<file path="src/rtl/sc_pkg.sv">
// sc_pkg: shared types and constants for the stochastic-computing blocks.
// Holds the decoder state enum, the result-width helper and default sizes.
package sc_pkg;

  typedef enum logic [1:0] {
    IDLE,
    ACCUM,
    HOLD
  } sc_state_e;

  localparam int SC_OUT_WIDTH   = 32;
  localparam int SC_FRAME_WORDS = 4;

  // Default frame length N; also the offset for bipolar results.
  localparam int SC_BIP_N = SC_OUT_WIDTH * SC_FRAME_WORDS;

  function automatic int sc_cnt_width(input int w, input int fw);
    return $clog2(w * fw + 1);
  endfunction

endpackage

</file>
<file path="src/rtl/sc_popcount.sv">
// sc_popcount: combinational ones-count of a W-bit word (adder tree).
// Ports: data_i (W bits in), count_o ($clog2(W+1) bits out).
module sc_popcount
  import sc_pkg::*;
#(
  parameter int W  = 32,
  parameter int CW = $clog2(W + 1)
) (
  input  logic [W-1:0]  data_i,
  output logic [CW-1:0] count_o
);

  // Tree padded to a power of two, stored heap-style:
  // leaves at P-1..2P-2, node i sums nodes 2i+1 and 2i+2.
  localparam int P = (W <= 1) ? 1 : (1 << $clog2(W));

  logic [CW-1:0] node [2*P-1];

  always_comb begin
    for (int i = 0; i < W; i++) begin
      node[P-1+i] = CW'(data_i[i]);
    end
    for (int i = W; i < P; i++) begin
      node[P-1+i] = '0;
    end
    for (int i = P - 2; i >= 0; i--) begin
      node[i] = node[2*i+1] + node[2*i+2];
    end
  end

  assign count_o = node[0];

endmodule

</file>
<file path="src/rtl/sc_bitstream_decoder.sv">
// sc_bitstream_decoder: counts ones over a frame of FRAME_WORDS stochastic
// words and presents the count on a valid/ready output.
// Ports: clk, rst (sync, active-high), clear (frame abort),
//   in_valid/in_ready/in_data (word input, bit 0 earliest),
//   out_valid/out_ready, res_count (0..N), res_scaled (count*2^SW/N, sat).
// Optional macro SC_DEC_BIPOLAR_EN adds input bipolar and output res_signed.
module sc_bitstream_decoder
  import sc_pkg::*;
#(
  parameter int OUT_WIDTH        = SC_OUT_WIDTH,
  parameter int FRAME_WORDS      = SC_FRAME_WORDS,
  parameter int CNT_WIDTH        = sc_cnt_width(OUT_WIDTH, FRAME_WORDS),
  parameter int sobolValidBitwth = 6
) (
  input  logic                        clk,
  input  logic                        rst,
  input  logic                        clear,
  input  logic                        in_valid,
  output logic                        in_ready,
  input  logic [OUT_WIDTH-1:0]        in_data,
  output logic                        out_valid,
  input  logic                        out_ready,
  output logic [CNT_WIDTH-1:0]        res_count,
  output logic [sobolValidBitwth-1:0] res_scaled
`ifdef SC_DEC_BIPOLAR_EN
  ,
  input  logic                        bipolar,
  output logic signed [CNT_WIDTH:0]   res_signed
`endif
);

  localparam int  N      = OUT_WIDTH * FRAME_WORDS;
  localparam int  PCW    = $clog2(OUT_WIDTH + 1);
  localparam int  WCW    = $clog2(FRAME_WORDS + 1);
  localparam int  SW     = sobolValidBitwth;
  localparam int  XW     = CNT_WIDTH + SW;
  localparam bit  N_POW2 = (N & (N - 1)) == 0;
  localparam int  LOG2N  = $clog2(N);

  sc_state_e            state_q;
  logic [CNT_WIDTH-1:0] acc_q;
  logic [WCW-1:0]       wcnt_q;
  logic                 out_valid_q;
  logic [CNT_WIDTH-1:0] res_count_q;
  logic [SW-1:0]        res_scaled_q;

  logic [PCW-1:0]       pc;
  logic [CNT_WIDTH-1:0] pc_ext;
  logic                 accept;
  logic                 first_word;
  logic                 frame_done;
  logic [CNT_WIDTH-1:0] frame_sum;

  sc_popcount #(
    .W (OUT_WIDTH),
    .CW(PCW)
  ) u_popcount (
    .data_i (in_data),
    .count_o(pc)
  );

  // count*2^SW/N truncated; a full frame would give 2^SW, so saturate.
  function automatic logic [SW-1:0] scale(input logic [CNT_WIDTH-1:0] c);
    logic [XW-1:0] x;
    x = {c, {SW{1'b0}}};
    if (c == CNT_WIDTH'(N)) return {SW{1'b1}};
    if (N_POW2) return SW'(x >> LOG2N);
    return SW'(x / XW'(N));
  endfunction

  // Holding a result only stalls input while the consumer is stalled.
  assign in_ready = !clear && ((state_q != HOLD) || out_ready);
  assign accept   = in_valid && in_ready;
  assign pc_ext   = CNT_WIDTH'(pc);

  // Outside ACCUM an accepted word always opens a fresh frame.
  assign first_word = (state_q != ACCUM);
  assign frame_sum  = first_word ? pc_ext : acc_q + pc_ext;
  assign frame_done = accept &&
    (first_word ? (FRAME_WORDS == 1) : (wcnt_q == WCW'(FRAME_WORDS - 1)));

`ifdef SC_DEC_BIPOLAR_EN
  logic                 bip_q;
  logic                 frame_bip;
  logic [CNT_WIDTH:0]   res_signed_q;

  assign frame_bip = first_word ? bipolar : bip_q;

  // Modular arithmetic: 2c-N always fits the signed CNT_WIDTH+1 range.
  function automatic logic [CNT_WIDTH:0] to_signed(
    input logic [CNT_WIDTH-1:0] c,
    input logic                 b
  );
    if (b) return {c, 1'b0} - (CNT_WIDTH+1)'(N);
    return {1'b0, c};
  endfunction

  assign res_signed = $signed(res_signed_q);
`endif

  always_ff @(posedge clk) begin
    if (rst) begin
      state_q      <= IDLE;
      acc_q        <= '0;
      wcnt_q       <= '0;
      out_valid_q  <= 1'b0;
      res_count_q  <= '0;
      res_scaled_q <= '0;
`ifdef SC_DEC_BIPOLAR_EN
      bip_q        <= 1'b0;
      res_signed_q <= '0;
`endif
    end else if (clear) begin
      state_q     <= IDLE;
      acc_q       <= '0;
      wcnt_q      <= '0;
      out_valid_q <= 1'b0;
    end else if (frame_done) begin
      state_q      <= HOLD;
      acc_q        <= '0;
      wcnt_q       <= '0;
      out_valid_q  <= 1'b1;
      res_count_q  <= frame_sum;
      res_scaled_q <= scale(frame_sum);
`ifdef SC_DEC_BIPOLAR_EN
      bip_q        <= frame_bip;
      res_signed_q <= to_signed(frame_sum, frame_bip);
`endif
    end else if (accept) begin
      state_q     <= ACCUM;
      acc_q       <= frame_sum;
      wcnt_q      <= first_word ? WCW'(1) : wcnt_q + 1'b1;
      out_valid_q <= 1'b0;
`ifdef SC_DEC_BIPOLAR_EN
      bip_q       <= frame_bip;
`endif
    end else if (state_q == HOLD && out_ready) begin
      state_q     <= IDLE;
      out_valid_q <= 1'b0;
    end
  end

  assign out_valid  = out_valid_q;
  assign res_count  = res_count_q;
  assign res_scaled = res_scaled_q;

endmodule

</file>
<file path="config.mk">
export PLATFORM = sky130hd
export DESIGN_NAME = sc_bitstream_decoder
export DESIGN_NICKNAME = d
export VERILOG_FILES = /design/src/rtl/sc_pkg.sv /design/src/rtl/sc_popcount.sv /design/src/rtl/sc_bitstream_decoder.sv
export SDC_FILE = /design/constraint.sdc
export NUM_CORES = 1
export LEC_CHECK = 0
export BUFFER_PORTS_ARGS = -buffer_cell sky130_fd_sc_hd__buf_4
export CELL_PAD_IN_SITES_DETAIL_PLACEMENT = 0
export CELL_PAD_IN_SITES_GLOBAL_PLACEMENT = 1
export CORE_ASPECT_RATIO = 1.75
export CORE_MARGIN = 1.5
export CORE_UTILIZATION = 31
export DETAILED_ROUTE_END_ITERATION = 8
export PLACE_DENSITY = 0.73
export SKIP_CTS_REPAIR_TIMING = 1
export SYNTH_ARGS = -nofsm -noshare
export SYNTH_HDL_FRONTEND = slang
export SYNTH_SLANG_ARGS = --single-unit
</file>
<file path="constraint.sdc">
create_clock -name clk -period 14.84 [get_ports clk]
set_clock_uncertainty 0.15 [all_clocks]
set_input_delay 2.226 -clock clk [delete_from_list [all_inputs] [get_ports clk]]
set_output_delay 2.226 -clock clk [all_outputs]
set_load 0.005 [all_outputs]
</file>
# ---- Word-level counts from Yosys, hierarchy flattened
# Cells that the tools add are included.
dict set report word_totals {
  ff_bits 28
  output_inout_bits 16
  word_cells 72
}
dict set report op_classes {
  add_sub_neg 33
  n_eq_ne 5
  mux 15
  bitwise_logic 1
  n_reduce_logical 11
}
# op n
set ops {}
lappend ops {{$add A6 B6 Y6} 15}
lappend ops {{$add A1 B1 Y2} 16}
lappend ops {{$mux W6} 2}
lappend ops {{$add A8 B6 Y8} 1}
lappend ops {{$eq A8 B8 Y1 const B} 1}
lappend ops {{$mux W1} 8}
lappend ops {{$mux W8} 1}
lappend ops {{$mux W2} 3}
lappend ops {{$logic_and A1 B1 Y1} 4}
lappend ops {{$add A3 B1 Y3 const B} 1}
lappend ops {{$eq A3 B2 Y1 const B} 1}
lappend ops {{$mux W3} 1}
lappend ops {{$reduce_bool A3 Y1} 1}
lappend ops {{$reduce_or A3 Y1} 1}
lappend ops {{$eq A2 B2 Y1 const B} 1}
lappend ops {{$ne A2 B1 Y1 const B} 1}
lappend ops {{$ne A2 B2 Y1 const B} 1}
lappend ops {{$reduce_and A2 Y1} 1}
lappend ops {{$reduce_bool A2 Y1} 1}
lappend ops {{$reduce_or A2 Y1} 1}
lappend ops {{$logic_not A1 Y1} 1}
lappend ops {{$logic_or A1 B1 Y1} 1}
lappend ops {{$not A1 Y1} 1}

# ---- Longest topological paths before layout
dict set report depth {
  ltp_word 13
  mapped_depth 23
}

# ---- By module
# From an unflattened synthesis, not the netlist that was laid out.
dict set report unflattened {
  hier_cells 277
  hier_area_um2 2504.9
}
# module n_inst cells_per_inst area_each_um2
set modules_own_cells {}
lappend modules_own_cells {sc_bitstream_decoder 1 178 1522.7}
lappend modules_own_cells {sc_popcount 1 99 982.2}

# ---- Worst setup path before layout
# No wires, ideal clock.
dict set report synth_timing {
  kind {input port to flip-flop}
  startpoint {input port in_data[16]}
  endpoint {register res_scaled_q[4] (netlist: res_scaled[4])}
  t_arrival_ps 7296
  required_ps 14611
  setup_slack_ps 7315
  stages 19
  path_buffers 0
  cell_sequence {ha_1 fa_1 inv_1 fa_1 inv_1 fa_1 fa_1 fa_1 ha_1 fa_1 a21o_1 a21o_1 ha_1 nor4bb_1 a221oi_1 nand3b_1 a31oi_1 nand2_1 a211oi_2}
}
dict set report synth_between {
  elab_chain_len 13
}
# element line_no
set synth_rtl {}
lappend synth_rtl {{start: declaration} sc_bitstream_decoder.sv:20} ;# input logic [OUT_WIDTH-1:0] in_data,
lappend synth_rtl {{$add A1 B1 Y2 (*)} sc_popcount.sv:27} ;# node[i] = node[2*i+1] + node[2*i+2];
lappend synth_rtl {{$add A6 B6 Y6 (*) (4 in series)} sc_popcount.sv:27}
lappend synth_rtl {{$add A8 B6 Y8} sc_bitstream_decoder.sv:78} ;# assign frame_sum = first_word ? pc_ext : acc_q + pc_ext;
lappend synth_rtl {{$mux W8 (*)} sc_bitstream_decoder.sv:78}
lappend synth_rtl {{$eq A8 B8 Y1} sc_bitstream_decoder.sv:66} ;# if (c == CNT_WIDTH'(N)) return {SW{1'b1}};
lappend synth_rtl {{$mux W1} sc_bitstream_decoder.sv:66}
lappend synth_rtl {{$mux W1} sc_bitstream_decoder.sv:118} ;# end else if (frame_done) begin
lappend synth_rtl {{$mux W1} sc_bitstream_decoder.sv:113} ;# end else if (clear) begin
lappend synth_rtl {{$mux W1} sc_bitstream_decoder.sv:102} ;# if (rst) begin
lappend synth_rtl {{$mux W6 (*)} sc_bitstream_decoder.sv:67} ;# if (N_POW2) return SW'(x >> LOG2N);
lappend synth_rtl {{end signal: assignment} sc_bitstream_decoder.sv:124} ;# res_scaled_q <= scale(frame_sum);
lappend synth_rtl {{end: declaration} sc_bitstream_decoder.sv:45} ;# logic [SW-1:0] res_scaled_q;
# Every way passes the cells marked *; elsewhere a longest branch is shown, timed or not. The select of a mux whose other input is x is not followed.
# A chain may end at the register's enable or synchronous reset.

# ---- Final worst setup path
dict set report layout_timing {
  startpoint {input port in_data[16]}
  endpoint {register res_scaled_q[0] (netlist: res_scaled[0])}
}
# The elaborated chain is that of the path after synthesis.

==> impl_metrics.yaml <==
yosys:
  yosysWarnings: 0
  yosysTopAreaCell: "dfxtp_1"
  synth_common_cells: "inv_1, ha_1, dfxtp_1, fa_1, nand2_1"
  synth_flop_cell: "dfxtp_1"
  synth-async-reset-ratio_pct: 0
  syn_area_per_cell_sq_um: 9.08
  ys_seq_area_share_pct: 21.0
  synth_top_cell_area_share_pct: 21.0
  synth.top_cells.by_area: "dfxtp_1, fa_1, ha_1"
  synth.most_common_cell: "inv_1"
  syn-num-nets: 380
  ys_seq_elements: 27
  synth_edf_count: 0
  synth_cells: 283
  ys_types: 46
  syn_area_sq_mm: 0.00257
sta:
  finalSetupViolations: 0
  fmax_mhz: 127
  slew_violations: 0
  period_minus_slack_ns: 7.85
  hold_violations: 0
  holdWs_ns: 0.305
  fin_crit_sh_pct: 52.9
  worst_slew_pin_slew_ns: 0.726
  setup_tns_ns: 0
  rsz0062_at_grt: "false"
  slew_headroom_pct: 51.4
floorplanning:
  die-height_microns: 123
  io-pin-count: 53
  start_util_pct: 32.3
  dieArea_sq_mm: 0.00887
  rows: 43
  coreArea_sq_mm: 0.00796
  die_w_microns: 71.8
pwr:
  p_clk_share_pct: 8.4
  peakVddDrop_mv: 0.115
  p_leak_nw: 1.49
  power_density_mw_per_mm2: 236
  swShare_pct: 50.0
  p_int_uw: 366
  combPwrFrac_pct: 81.0
  netSwitchingPower_uw: 366
  p_seq_share_pct: 10.6
clocking:
  cts_made_buffers: 3
  clk_pin_slew_worst_paths_ns: 0.07
  clockRootBuffer: "clkbuf_16"
  clockBufferDepth: 2
  cts_tree: "built"
  ctsHtreeMaxLevel: 1
  insertion_delay_ns: 0.26
  cts.sinks: 27
global_routing:
  grt_overflow: 0
  grt_use_total_pct: 13.3
  grt_pass1_wl_microns: 9430
  antenna_found_initial: 0
  grt_max_degree: 18
  grt_pass1_vias: 2158
placement:
  dp_hpwl_microns: 4720
  place_congestion: 0.854
  placed_cell_area_sq_mm: 0.00302
  port_buffers: 52
cells_and_area:
  finalInstanceArea_sq_mm: 0.00310
  syn2layout_area_growth_pct: 20.7
  utilization_pct: 39.0
  antenna_cells: 0
  num-fill-cells: 838
  multi_input_area_sq_mm: 0.00179
  layout.nets: 428
  seq_area_sq_um: 541
  drive_gt1_share_pct: 18.2
route:
  drt_iter0_drc: 97
  first_pass_iters: 6
  post_drt_via_cell_ratio: 4.99
  totalWireLength_microns: 5400
  wire_per_inst_microns: 12.8
  drc: 3
  postRouteAntennaNets: 0
  vias: 2094
run:
  drv_cap: 0
setup_path:
  r2r_cells: 6
  crit_path_start_kind: "primary input"
  timing_worst_setup_path_type: "primary input to flip-flop"
  cp-end-kind: "flip-flop"
  path_max_fanout: 6
  rrSetupSlack_ns: 12.35
  r2r-end: "res_scaled[1]"
  r2r_start: "state_q[1]"
  crit_start: "in_data[16]"
  arrival_ns: 7.89
  worstSetupEndpoint: "res_scaled[0]"
  required_ns: 14.88
worst_hold_path:
  min-delay-path-class: "flip-flop to flip-flop"
status:
  violations: "design-rule violations"
  outcome: "complete, but fails checks"
-- per-layer routing --
metal / track usage (%) / share of wire [%]
met1: 12.7 / 35
met2: 28.1 / 59
met3: 0.896 / 3.7
met4: 4.95 / 2.3
met5: 0 / 0
-- cell families (layout without fill, tap and decap cells) --
family                     count (synthesis)  after routing  synth area share (%)
xor gates and xnor gates                   7              7                  2.39
DFF                                       27             27                  21.0
AOI/OAI and AO/OA                         53             53                  14.3
buffers and inverters                     59            106                  9.20
and+or+nand+nor                           72             72                  14.1
adders and majority gates                 60             60                  37.1
muxes                                      5              5                  1.95
-- worst min-delay path by stage --
stage	start	to	slack (ns)	depth (start not counted)
after floorplan	wcnt_q[1]	wcnt_q[1]	0.29	2
after global placement	res_count[4]	res_count[4]	0.30	2
after detailed placement	wcnt_q[1]	wcnt_q[1]	0.30	2
after CTS	wcnt_q[1]	wcnt_q[1]	0.31	2
after global routing	res_count[1]	res_count[1]	0.33	2
final	wcnt_q[1]	wcnt_q[1]	0.30	2
-- layout by cell type (no fill, tap or decap), types with 6 or more instances in the layout --
master / instances
a21o_1: 9
dfxtp_1: 27
fa_1: 27
buf_4: 52
nand2_1: 24
nor2_1: 15
ha_1: 33
nor3_1: 6
a21oi_1: 15
inv_1: 50
-- stage by stage --
step / total power, mW / instances / worst slack (ns)
after floorplan: 0.553 / 283 / 7.31
after global placement: 0.672 / 416 / 6.73
after detailed placement: 0.679 / 416 / 6.71
after CTS: 0.748 / 420 / 6.96
after global routing: 0.835 / 420 / 6.69
final: 0.733 / 420 / 6.99
-- power groups by stage --
stage	Combinational, mW	Sequential, mW	Clock [mW]
6_report	0.593	0.0775	0.0616
5_1_grt	0.690	0.0779	0.0667
4_1_cts	0.607	0.0775	0.0633
3_5_place_dp	0.600	0.0792	0
3_3_place_gp	0.593	0.0791	0
2_1_floorplan	0.474	0.0787	0
-- state kept, by name (all words and copies together), names as in the netlist --
name and count:
acc_q 8, res_count 8, res_scaled 6, state_q 2
wcnt_q 3
-- cell type report --
class	count	share of cell area (%)
multi-input cells	197	57.8
flip-flops and latches	27	17.4
repair buffers	52	12.6
inverters	50	6.05
well taps	90	3.63
clock buffers	4	2.54
-- critical path: stages --
cell	delay (ns)
buf_4	0.11
ha_1	0.21
fa_1	0.53
inv_1	0.05
fa_1	0.50
inv_1	0.06
fa_1	0.48
fa_1	0.53
fa_1	0.49
ha_1	0.25
fa_1	0.41
a21o_1	0.20
a21o_1	0.21
ha_1	0.36
nor4bb_1	0.17
a221oi_1	0.30
nand3b_1	0.19
a31oi_1	0.26
nand4_1	0.24
o21ai_0	0.13
Power figures use the tool's default switching activity.
